**config.mk**
```make
export PLATFORM = sky130hd
export DESIGN_NAME = pipeline_hazard_ctrl
export DESIGN_NICKNAME = d
export VERILOG_FILES = /design/src/rtl/pipeline_hazard_ctrl_pkg.sv /design/src/rtl/pipeline_hazard_ctrl_forward_unit.sv /design/src/rtl/pipeline_hazard_ctrl.sv
export SDC_FILE = /design/constraint.sdc
export NUM_CORES = 1
export LEC_CHECK = 0
export BUFFER_PORTS_ARGS = -buffer_cell sky130_fd_sc_hd__buf_2
export CAP_MARGIN = 20
export CORE_MARGIN = 2
export CORE_UTILIZATION = 35
export CTS_CLUSTER_DIAMETER = 80
export DETAILED_ROUTE_END_ITERATION = 10
export GPL_ROUTABILITY_DRIVEN = 0
export HOLD_SLACK_MARGIN = 0.15
export SLEW_MARGIN = 10
export SYNTH_ARGS = -nofsm -noshare
export SYNTH_HDL_FRONTEND = slang
export SYNTH_HIERARCHICAL = 1
export SYNTH_SLANG_ARGS = --single-unit
```
**constraint.sdc**
```tcl
create_clock -name clock -period 2.6 [get_ports clock]
set_input_delay 0.39 -clock clock [delete_from_list [all_inputs] [get_ports clock]]
set_output_delay 0.39 -clock clock [all_outputs]
set_load 0.03 [all_outputs]
```
**src/rtl/pipeline_hazard_ctrl_pkg.sv**
```systemverilog
// Shared types and constants for the pipeline hazard controller.
package pipe_ctrl_pkg;

  // Controller state: normal issue, or holding for a multi-cycle Execute op.
  typedef enum logic [0:0] {
    StRun,
    StMulWait
  } state_e;

  // Execute operand source selects.
  localparam logic [1:0] FWD_RF  = 2'b00;
  localparam logic [1:0] FWD_WB  = 2'b01;
  localparam logic [1:0] FWD_MEM = 2'b10;

endpackage

```
**src/rtl/pipeline_hazard_ctrl_forward_unit.sv**
```systemverilog
// Operand forwarding select for one Execute source register.
module forward_unit
  import pipe_ctrl_pkg::*;
(
  input  logic [4:0] rs,
  input  logic [4:0] rd_m,
  input  logic       reg_write_m,
  input  logic [4:0] rd_w,
  input  logic       reg_write_w,
  output logic [1:0] fwd_sel
);

  // Memory is the younger producer, so it wins over Writeback; x0 never forwards.
  always_comb begin
    fwd_sel = FWD_RF;
    if (reg_write_m && (rd_m != 5'd0) && (rd_m == rs)) begin
      fwd_sel = FWD_MEM;
    end else if (reg_write_w && (rd_w != 5'd0) && (rd_w == rs)) begin
      fwd_sel = FWD_WB;
    end
  end

endmodule

```
**src/rtl/pipeline_hazard_ctrl.sv**
```systemverilog
// Hazard/sequencing controller: stalls, flushes, forwarding, multi-cycle op
// wait with watchdog, and saturating stall/flush performance counters.
module pipeline_hazard_ctrl
  import pipe_ctrl_pkg::*;
#(
  parameter int unsigned MUL_TIMEOUT = 64,
  parameter int unsigned CNT_W       = 32
) (
  input  logic             clock,
  input  logic             reset,
  input  logic [4:0]       rs1_d,
  input  logic [4:0]       rs2_d,
  input  logic [4:0]       rs1_e,
  input  logic [4:0]       rs2_e,
  input  logic [4:0]       rd_e,
  input  logic [4:0]       rd_m,
  input  logic [4:0]       rd_w,
  input  logic             reg_write_e,
  input  logic             reg_write_m,
  input  logic             reg_write_w,
  input  logic             load_e,
  input  logic             pc_src_e,
  input  logic             mul_start_e,
  input  logic             mul_done_e,
  output logic             stall_f,
  output logic             stall_d,
  output logic             stall_e,
  output logic             flush_d,
  output logic             flush_e,
  output logic             flush_m,
  output logic [1:0]       forward_a_e,
  output logic [1:0]       forward_b_e,
  output logic             mul_error,
  output logic [CNT_W-1:0] stall_count,
  output logic [CNT_W-1:0] flush_count
);

  localparam int unsigned      WdW    = $clog2(MUL_TIMEOUT);
  localparam logic [WdW-1:0]   WdLast = WdW'(MUL_TIMEOUT - 1);
  localparam logic [CNT_W-1:0] CntMax = '1;

  state_e           state_q, state_d;
  logic [WdW-1:0]   wd_q, wd_d;
  logic             err_q, err_d;
  logic [CNT_W-1:0] stall_cnt_q, flush_cnt_q;
  logic             branch_flush;
  logic             lu;

  forward_unit u_fwd_a (
    .rs          (rs1_e),
    .rd_m        (rd_m),
    .reg_write_m (reg_write_m),
    .rd_w        (rd_w),
    .reg_write_w (reg_write_w),
    .fwd_sel     (forward_a_e)
  );

  forward_unit u_fwd_b (
    .rs          (rs2_e),
    .rd_m        (rd_m),
    .reg_write_m (reg_write_m),
    .rd_w        (rd_w),
    .reg_write_w (reg_write_w),
    .fwd_sel     (forward_b_e)
  );

  // Load in Execute whose result a Decode source needs next cycle.
  assign lu = load_e && reg_write_e && (rd_e != 5'd0) && ((rd_e == rs1_d) || (rd_e == rs2_d));

  // Next-state and stall/flush decode; reset forces all controls low.
  always_comb begin
    state_d      = state_q;
    wd_d         = wd_q;
    err_d        = err_q;
    stall_f      = 1'b0;
    stall_d      = 1'b0;
    stall_e      = 1'b0;
    flush_d      = 1'b0;
    flush_e      = 1'b0;
    flush_m      = 1'b0;
    branch_flush = 1'b0;
    if (!reset) begin
      case (state_q)
        StRun: begin
          if (mul_start_e && !mul_done_e) begin
            stall_f = 1'b1;
            stall_d = 1'b1;
            stall_e = 1'b1;
            flush_m = 1'b1;
            state_d = StMulWait;
            wd_d    = '0;
          end else if (pc_src_e) begin
            // Decode instruction is squashed, so a concurrent load-use is moot.
            flush_d      = 1'b1;
            flush_e      = 1'b1;
            branch_flush = 1'b1;
          end else if (lu) begin
            stall_f = 1'b1;
            stall_d = 1'b1;
            flush_e = 1'b1;
          end
        end
        StMulWait: begin
          if (mul_done_e) begin
            state_d = StRun;
          end else if (wd_q == WdLast) begin
            err_d   = 1'b1;
            state_d = StRun;
          end else begin
            stall_f = 1'b1;
            stall_d = 1'b1;
            stall_e = 1'b1;
            flush_m = 1'b1;
            wd_d    = wd_q + WdW'(1);
          end
        end
        default: state_d = StRun;
      endcase
    end
  end

  // State, watchdog and sticky error register.
  always_ff @(posedge clock or posedge reset) begin
    if (reset) begin
      state_q <= StRun;
      wd_q    <= '0;
      err_q   <= 1'b0;
    end else begin
      state_q <= state_d;
      wd_q    <= wd_d;
      err_q   <= err_d;
    end
  end

  // Saturating performance counters.
  always_ff @(posedge clock or posedge reset) begin
    if (reset) begin
      stall_cnt_q <= '0;
      flush_cnt_q <= '0;
    end else begin
      if (stall_f && (stall_cnt_q != CntMax)) begin
        stall_cnt_q <= stall_cnt_q + CNT_W'(1);
      end
      if (branch_flush && (flush_cnt_q != CntMax)) begin
        flush_cnt_q <= flush_cnt_q + CNT_W'(1);
      end
    end
  end

  assign mul_error   = err_q;
  assign stall_count = stall_cnt_q;
  assign flush_count = flush_cnt_q;

endmodule

```
======== Word-level counts from Yosys, hierarchy flattened ========
Cells that the tools add are included.
word-level totals
  register bits ........................... 72
  logic and storage cells ................. 68
cells by class
  $add $sub $neg .......................... 3
  bitwise operators ....................... 3
  muxes and demuxes ....................... 26
  equal/unequal tests ..................... 12
  reductions and logical operators ........ 19
operator list
  kind                   count
  $add 32x1->32 const B  2
  $ne 32x32->1 const B   2
  $eq 5x5->1             6
  $mux 1                 18
  $mux 6                 3
  $reduce_bool 5->1      3
  $logic_and 1x1->1      12
  $pmux 6 s2             1
  $reduce_and 4->1       2
  $add 6x1->6 const B    1
  $eq 6x6->1 const B     1
  $ne 2x2->1 const B     3
  $mux 2                 2
  $pmux 1 s2             2
  $not 1->1              3
  $logic_not 1->1        1
  $logic_or 1x1->1       1

======== Depth between registers and ports, before layout ========
Gate-level depths: netlist of run 1.
  depth after elaboration ................. 9
  mapped depth ............................ 10

======== By module ========
The synthesis of run 1 kept the hierarchy.
by module, submodules not included
  module                area an instance (sq um)  instances  cells each
  pipeline_hazard_ctrl  3661.0                    1          336
  forward_unit          151.4                     2          20

======== Worst setup path before layout of run 1 ========
Ideal clock, no wire load.
  kind .................................... in2out
  start ................................... in rd_e[2]
  end ..................................... out stall_f
  data arrival time ....................... 2.208 ns
  stages .................................. 6
  required time ........................... 2.210 ns
  setup slack ............................. 0.002 ns
  path buffers ............................ 1
  path through ............................ or4_1 > o211ai_1 > a2111oi_1 > nand2b_1 > o21ai_0 > buf_4
between the ends
  longest elaborated chain between the ends .. 8
  elaborated cells on any way between the ends .. 11
ends and longest elaborated chain
  element                                                RTL line                    text
  start: declaration                                     pipeline_hazard_ctrl.sv:15  input logic [4:0] rd_e,
  $eq 5x5->1 or $reduce_bool 5->1 (tied branches)        pipeline_hazard_ctrl.sv:68  assign lu = load_e && reg_write_e && (rd_e != 5'd0) && ((rd_e == rs1_d) || (rd_e == rs2_d));
  $logic_or 1x1->1 or $logic_and 1x1->1 (tied branches)  pipeline_hazard_ctrl.sv:68
  $logic_and 1x1->1 *                                    pipeline_hazard_ctrl.sv:68
  $mux 1 * (3 in series)                                 --
  $pmux 1 s2 *                                           --
  $mux 1 *                                               --
  end: declaration                                       pipeline_hazard_ctrl.sv:25  output logic stall_f,
Mark *: on every way between the ends. The rest lies on a longest branch, timed or not.

======== Final worst setup path of run 1 ========
  start ................................... reg stall_cnt_q[12] (netlist: stall_count[12])
  end ..................................... reg stall_cnt_q[20] (netlist: stall_count[20])
between the ends
  longest elaborated chain between the ends .. 2
  elaborated cells on any way between the ends .. 3
ends and longest elaborated chain
  element                                                                RTL line                     text
  start: declaration                                                     pipeline_hazard_ctrl.sv:45   logic [CNT_W-1:0] stall_cnt_q, flush_cnt_q;
  start signal: assignment                                               pipeline_hazard_ctrl.sv:142  stall_cnt_q <= stall_cnt_q + CNT_W'(1);
  parallel branches: the longest is 2 deep, another holds $add 32x1->32  --
Several ways; the timed one is not identified.
A chain may end at the register's enable or synchronous reset.

==> qor.yml, run 1 <==
slew_headroom_pct: 54.10
finalMaxSlewViolations: 0
die_h_um: 110.4
vdd_drop_max_mv: 0.4920
die_w_um: 110.4
path_buf_inv: 1
leakage_nw: 2.465
cts.path.max_buffers: 2
synth_area_leaders: "dfrtp_1 45%, xnor2_1 11%, xor2_1 8.4%"
arrival_ps: 2650
synth_ff_type: "dfrtp_1"
grt_setup_unrepaired: "no"
hold_path_class: "primary input to asynchronous set/reset pin"
final_antenna_net_count: 0
synth-seq-area-share_pct: 45.45
cp_slowest_cell: "or4_4"
root_buffer: "clkbuf_16"
post_cts_resized: 0
nets: 552
synth-seq-cells: 72
layout_common_cells: "118 x buf_2, 72 x dfrtp_1, 50 x xnor2_1"
path_cells: "nand2_2, or3_4, or4_4, nor3_2, a211o_2, buf_12, nor3_1, xor2_1"
core-area_mm2: 0.01094
crit_fanout: 20
cts_buffers: 9
synth_area_mm2: 0.003964
synth_edf_count: 0
grt_first_pass_wirelength_um: 15890
timing.max_cap.violations: 0
crit_required_ps: 2810
worst_setup_path_end_kind: "flip-flop"
die_area_mm2: 0.01219
wirelength_um: 9192
cts_hold_buf: 0
layout_commonest_cell: "buf_2"
areaGrowthSynthToFinish_pct: 27.62
period_minus_slack_ps: 2441
clk_pin_slew_ps: 60
avgViaCountPerCell: 5.075
finalSetupViolCount: 0
p_per_area_mw_per_mm2: 645.5
port-buffer-count: 118
grt.overflow.total: 0
start_util_pct: 36.25
drtIter0Drc: 151
wire_per_inst_um: 14.14
diodes: 0
cts_setup_buffers: 0
ios: 119
cp-start-kind: "flip-flop"
hpwl_um: 6909
hold_violations: 0
fmax_ghz: 0.4097
tightest_slew_ps: 687.4
fill_cells: 1073
design_area_mm2: 0.005059
syn_nets: 423
grtUsageTotal_pct: 15.74
skew_ps: 5.004
layout-drive-gt1-share_pct: 34.12
synth_top_area_share_pct: 45.45
clk_latency_ps: 330
antenna_found_initial: 0
grt_max_degree: 41
grt_pass1_vias: 3270
htreeDepth: 3
multi_input_area_mm2: 0.002068
cp_top_family: "simple AND/OR/NAND/NOR gates"
cts_tree: "done"
synth_cell_types: 49
critical_path_class: "flip-flop to flip-flop"
status: "finished, final reports clean"
seq_area_mm2: 0.001802
syn_area_per_cell_um2: 10.54
yosys_warnings: 6
fin_setup_tns_ps: 0
drtPass1Iterations: 4
dpl_cell_area_mm2: 0.004746
max_stage_delay_ps: 550
vias: 3299
async_flop_share_pct: 100.0
clock-sinks: 72
synth_cells: 376
num_rows: 38
synth_area_leader_cell: "dfrtp_1"
remaining_drc_errors: 0
layout_worst_path_cycle_share_pct: 93.87
[final cells by class]
type	count	share of cell area [%]
Tap cell	140	3.463
Inverter	4	0.2968
Clock buffer	11	4.996
Multi-Input combinational cell	290	40.89
Timing Repair Buffer	128	13.65
Clock inverter	5	1.088
Sequential cell	72	35.62
[logic make-up after synthesis]
| kind of cell | Yosys count | synth area share (%) |
|---|---|---|
| compound gates | 30 | 6.345 |
| xor+xnor | 88 | 19.44 |
| fa+ha+maj | 3 | 0.9471 |
| buf+inv | 14 | 2.493 |
| flops | 72 | 45.45 |
| mux | 1 | 0.2841 |
| simple gates | 168 | 25.03 |
[layer usage]
layer / GRT usage, % / vias up / wire (um)
li1: - / 1606 / -
met1: 20.03 / 1606 / 4116
met2: 25.24 / 77 / 4416
met3: 5.269 / 10 / 528
met4: 5.167 / 0 / 130
met5: 0 / - / 0
[report_power, final]
part	internal (mW)	leakage (nW)	switching (mW)
Sequential	1.22	0.979	0.133
Clock	0.791	0.148	0.466
Combinational	0.239	1.34	0.417
Total	2.25	2.46	1.02
[Yosys cell counts (2+ instances only)]
master,number
buf_2,4
a22o_1,3
nor3_1,16
a21o_1,4
nor2_1,17
nor3_2,6
nand4_1,22
and2_1,2
and3_1,8
o41ai_2,2
a211oi_2,2
nor4_1,3
inv_1,4
a21oi_1,2
buf_4,2
nand3_1,26
nand2_1,39
ha_1,3
o21ai_0,4
and4_1,10
nand3_2,2
dfrtp_1,72
o21a_1,2
buf_6,3
nor4_2,6
a211oi_1,3
xnor2_1,50
xor2_1,38
[worst paths after layout]
check                           startpoint              end  slack (ps)  depth (start not counted)
setup / recovery           stall_count[12]  stall_count[20]         160                          8
hold / removal                       reset   flush_count[5]         220                          2
setup reg to reg           stall_count[12]  stall_count[20]         160                          8
hold reg to reg                  mul_error        mul_error         460                          1
max in group asynchronous            reset          wd_q[0]        1730                          3
min in group clock                   reset          state_q         360                          3
[per-stage QoR]
step	hold slack (ps)	worst slack (ps)	cells	utilization [%]	power, mW
3_3_place_gp	444.0	234.9	634	43.40	2.017
3_5_place_dp	447.6	172.6	634	43.40	2.034
4_1_cts	235.8	101.1	650	46.21	3.310
2_1_floorplan	483.3	1.728	376	-	1.780
5_1_grt	286.4	1.352	650	46.26	3.439
6_report	215.9	159.4	650	46.26	3.265
[state kept, by name (all words and copies together), names as in the netlist]
| signal | flops |
|---|---|
| flush_count | 32 |
| stall_count | 32 |
| wd_q | 6 |
| mul_error | 1 |
| state_q | 1 |
[worst register-to-register path, stage by stage, from the launching register on]
cell     delay (ps)
dfrtp_1         430
nand2_2         130
or3_4           460
or4_4           550
nor3_2          170
a211o_2         160
buf_12          160
nor3_1           90
xor2_1          160
No activity file was read; power rests on OpenSTA's default activity.
==> run 2, diff against run 1 <==
Settings changed: CORE_MARGIN 2 to 8, SLEW_MARGIN 10 to 20.
==> qor.yml, run 2 (synthesis gave the netlist of run 1 again) <==
worst_r2r_startpoint: "stall_count[0]"
antenna_found_initial: 0  # unchanged
wire_per_inst_um: 15.29  # +8.1%
grtUsageTotal_pct: 13.96  # -1.8 points
core-area_mm2: 0.01122  # +2.6%
grt_setup_unrepaired: "yes"
cts_tree: "done"
start_util_pct: 35.32  # -0.93 points
avgViaCountPerCell: 5.002  # -1.5%
hpwl_um: 7604  # +10%
placed_cells: 641  # +1.1%
worst_setup_path_end_kind: "flip-flop"
arrival_ps: 2690  # +40 ps
tightest_slew_ps: 740.1  # +52.65 ps
final_antenna_net_count: 0  # unchanged
diodes: 0  # unchanged
path_buf_inv: 1  # unchanged
whs_ps: 227.6  # +11.76 ps
drtPass1Iterations: 4  # unchanged
fin_setup_tns_ps: 0  # unchanged
hold_path_class: "primary input to asynchronous set/reset pin"
wirelength_um: 10040  # +9.3%
reg2reg_to: "stall_count[20]"
grt.overflow.total: 0  # unchanged
dpl_cell_area_mm2: 0.004780  # +0.71%
crit_required_ps: 2810  # about the same
fmax_ghz: 0.4036  # -1.5%
p_per_area_mw_per_mm2: 662.9  # +2.7%
hold_violations: 0  # unchanged
ios: 119  # unchanged
finalMaxSlewViolations: 0  # unchanged
slew_headroom_pct: 50.36  # -3.7 points
htreeDepth: 3  # unchanged
finalSetupViolCount: 0  # unchanged
critical_path_class: "flip-flop to flip-flop"
num_rows: 39  # +2.6%
remaining_drc_errors: 0  # unchanged
period_minus_slack_ps: 2478  # +37.03 ps
layout_commonest_cell: "buf_2"
vdd_drop_max_mv: 0.5580  # +13%
root_buffer: "clkbuf_16"
timing.max_cap.violations: 0  # unchanged
r2r_slack_ps: 120  # -40 ps
clk_pin_slew_ps: 60  # about the same
final_cells: 657  # +1.1%
grt_max_degree: 41  # unchanged
port-buffer-count: 118  # unchanged
path_cells: "ha_2, nand4_1, or2_2, or4_4, nor3_4, a211o_2, buf_12, nor3_1, xor2_1"
cts_buffers: 9  # unchanged
layout-drive-gt1-share_pct: 34.82  # +0.71 points
max_stage_delay_ps: 580  # +30 ps
grt_pass1_vias: 3420  # +4.6%
nets: 556  # +0.72%
cp-start-kind: "flip-flop"
die_w_um: 122.4  # +11%
status: "finished, final reports clean"
layout_worst_path_cycle_share_pct: 95.29  # +1.4 points
layout_common_cells: "118 x buf_2, 72 x dfrtp_1, 50 x xnor2_1"
cts_hold_buf: 0  # unchanged
drtIter0Drc: 147  # -2.6%
clk_latency_ps: 340  # about the same
areaGrowthSynthToFinish_pct: 29.42
cp_slowest_cell: "or4_4"
ff2ff_path_depth: 9  # +1
cts.path.max_buffers: 2  # unchanged
die_h_um: 122.4  # +11%
crit_fanout: 20  # unchanged
design_area_mm2: 0.005130  # +1.4%
clock-sinks: 72  # unchanged
cp_top_family: "simple AND/OR/NAND/NOR gates"
vias: 3286  # -0.39%
leakage_nw: 2.513  # +1.9%
die_area_mm2: 0.01499  # +23%
skew_ps: 6.387  # +1.382 ps
grt_first_pass_wirelength_um: 16900  # +6.3%
[run 2: how the worst max path moves through the flow]
stage | from | endpoint | slack (ps) | cells past startpoint
floorplan | rd_e[2] | stall_f | 2 | 6
global placement | rd_e[2] | stall_f | 30 | 7
detailed placement | rd_e[2] | stall_f | -10 | 7
CTS | wd_q[0] | stall_e | 50 | 7
global route | stall_count[0] | stall_count[27] | -10 | 9
finish | stall_count[0] | stall_count[20] | 120 | 9
[run 2: per-layer routing]
layer	vias to the layer above	GRT usage [%]	wire (um)
met1	1597	16.70	4304
met3	8	4.324	607
met5	-	0	0
met2	74	23.78	5026
met4	0	3.884	104
li1	1607	-	-
[run 2: layout make-up]
cell class                 instances  area (um^2)
multi-input combinational        290         2081
timing repair buffer             132        720.7
tap                              143        178.9
inverter                           4        15.01
sequential                        72         1802
clock buffer                      12        256.5
clock inverter                     4        76.32
fill                            1059         6093
[run 2: timing repair]
item,4_1_cts,5_1_grt
buffers inserted,0,0
setup endpoints to repair,2,29
gates resized for setup,2,3
endpoints found under the hold margin,0,0
[run 2: through the flow]
| stage | utilization, % | total power, mW | worst slack, ps |
|---|---|---|---|
| after global routing | 45.71 | 3.566 | -11.04 |
| final | 45.71 | 3.401 | 122.4 |
| after detailed placement | 42.59 | 2.050 | -12.52 |
| after floorplan | - | 1.780 | 1.728 |
| after CTS | 45.59 | 3.448 | 53.50 |
| after global placement | 42.59 | 2.033 | 33.84 |
[run 2: power breakdown]
group / internal [mW] / leakage [nW] / switching [mW]
registers: 1.22 / 0.979 / 0.134
logic: 0.246 / 1.38 / 0.428
clock network: 0.894 / 0.159 / 0.480
total: 2.36 / 2.51 / 1.04
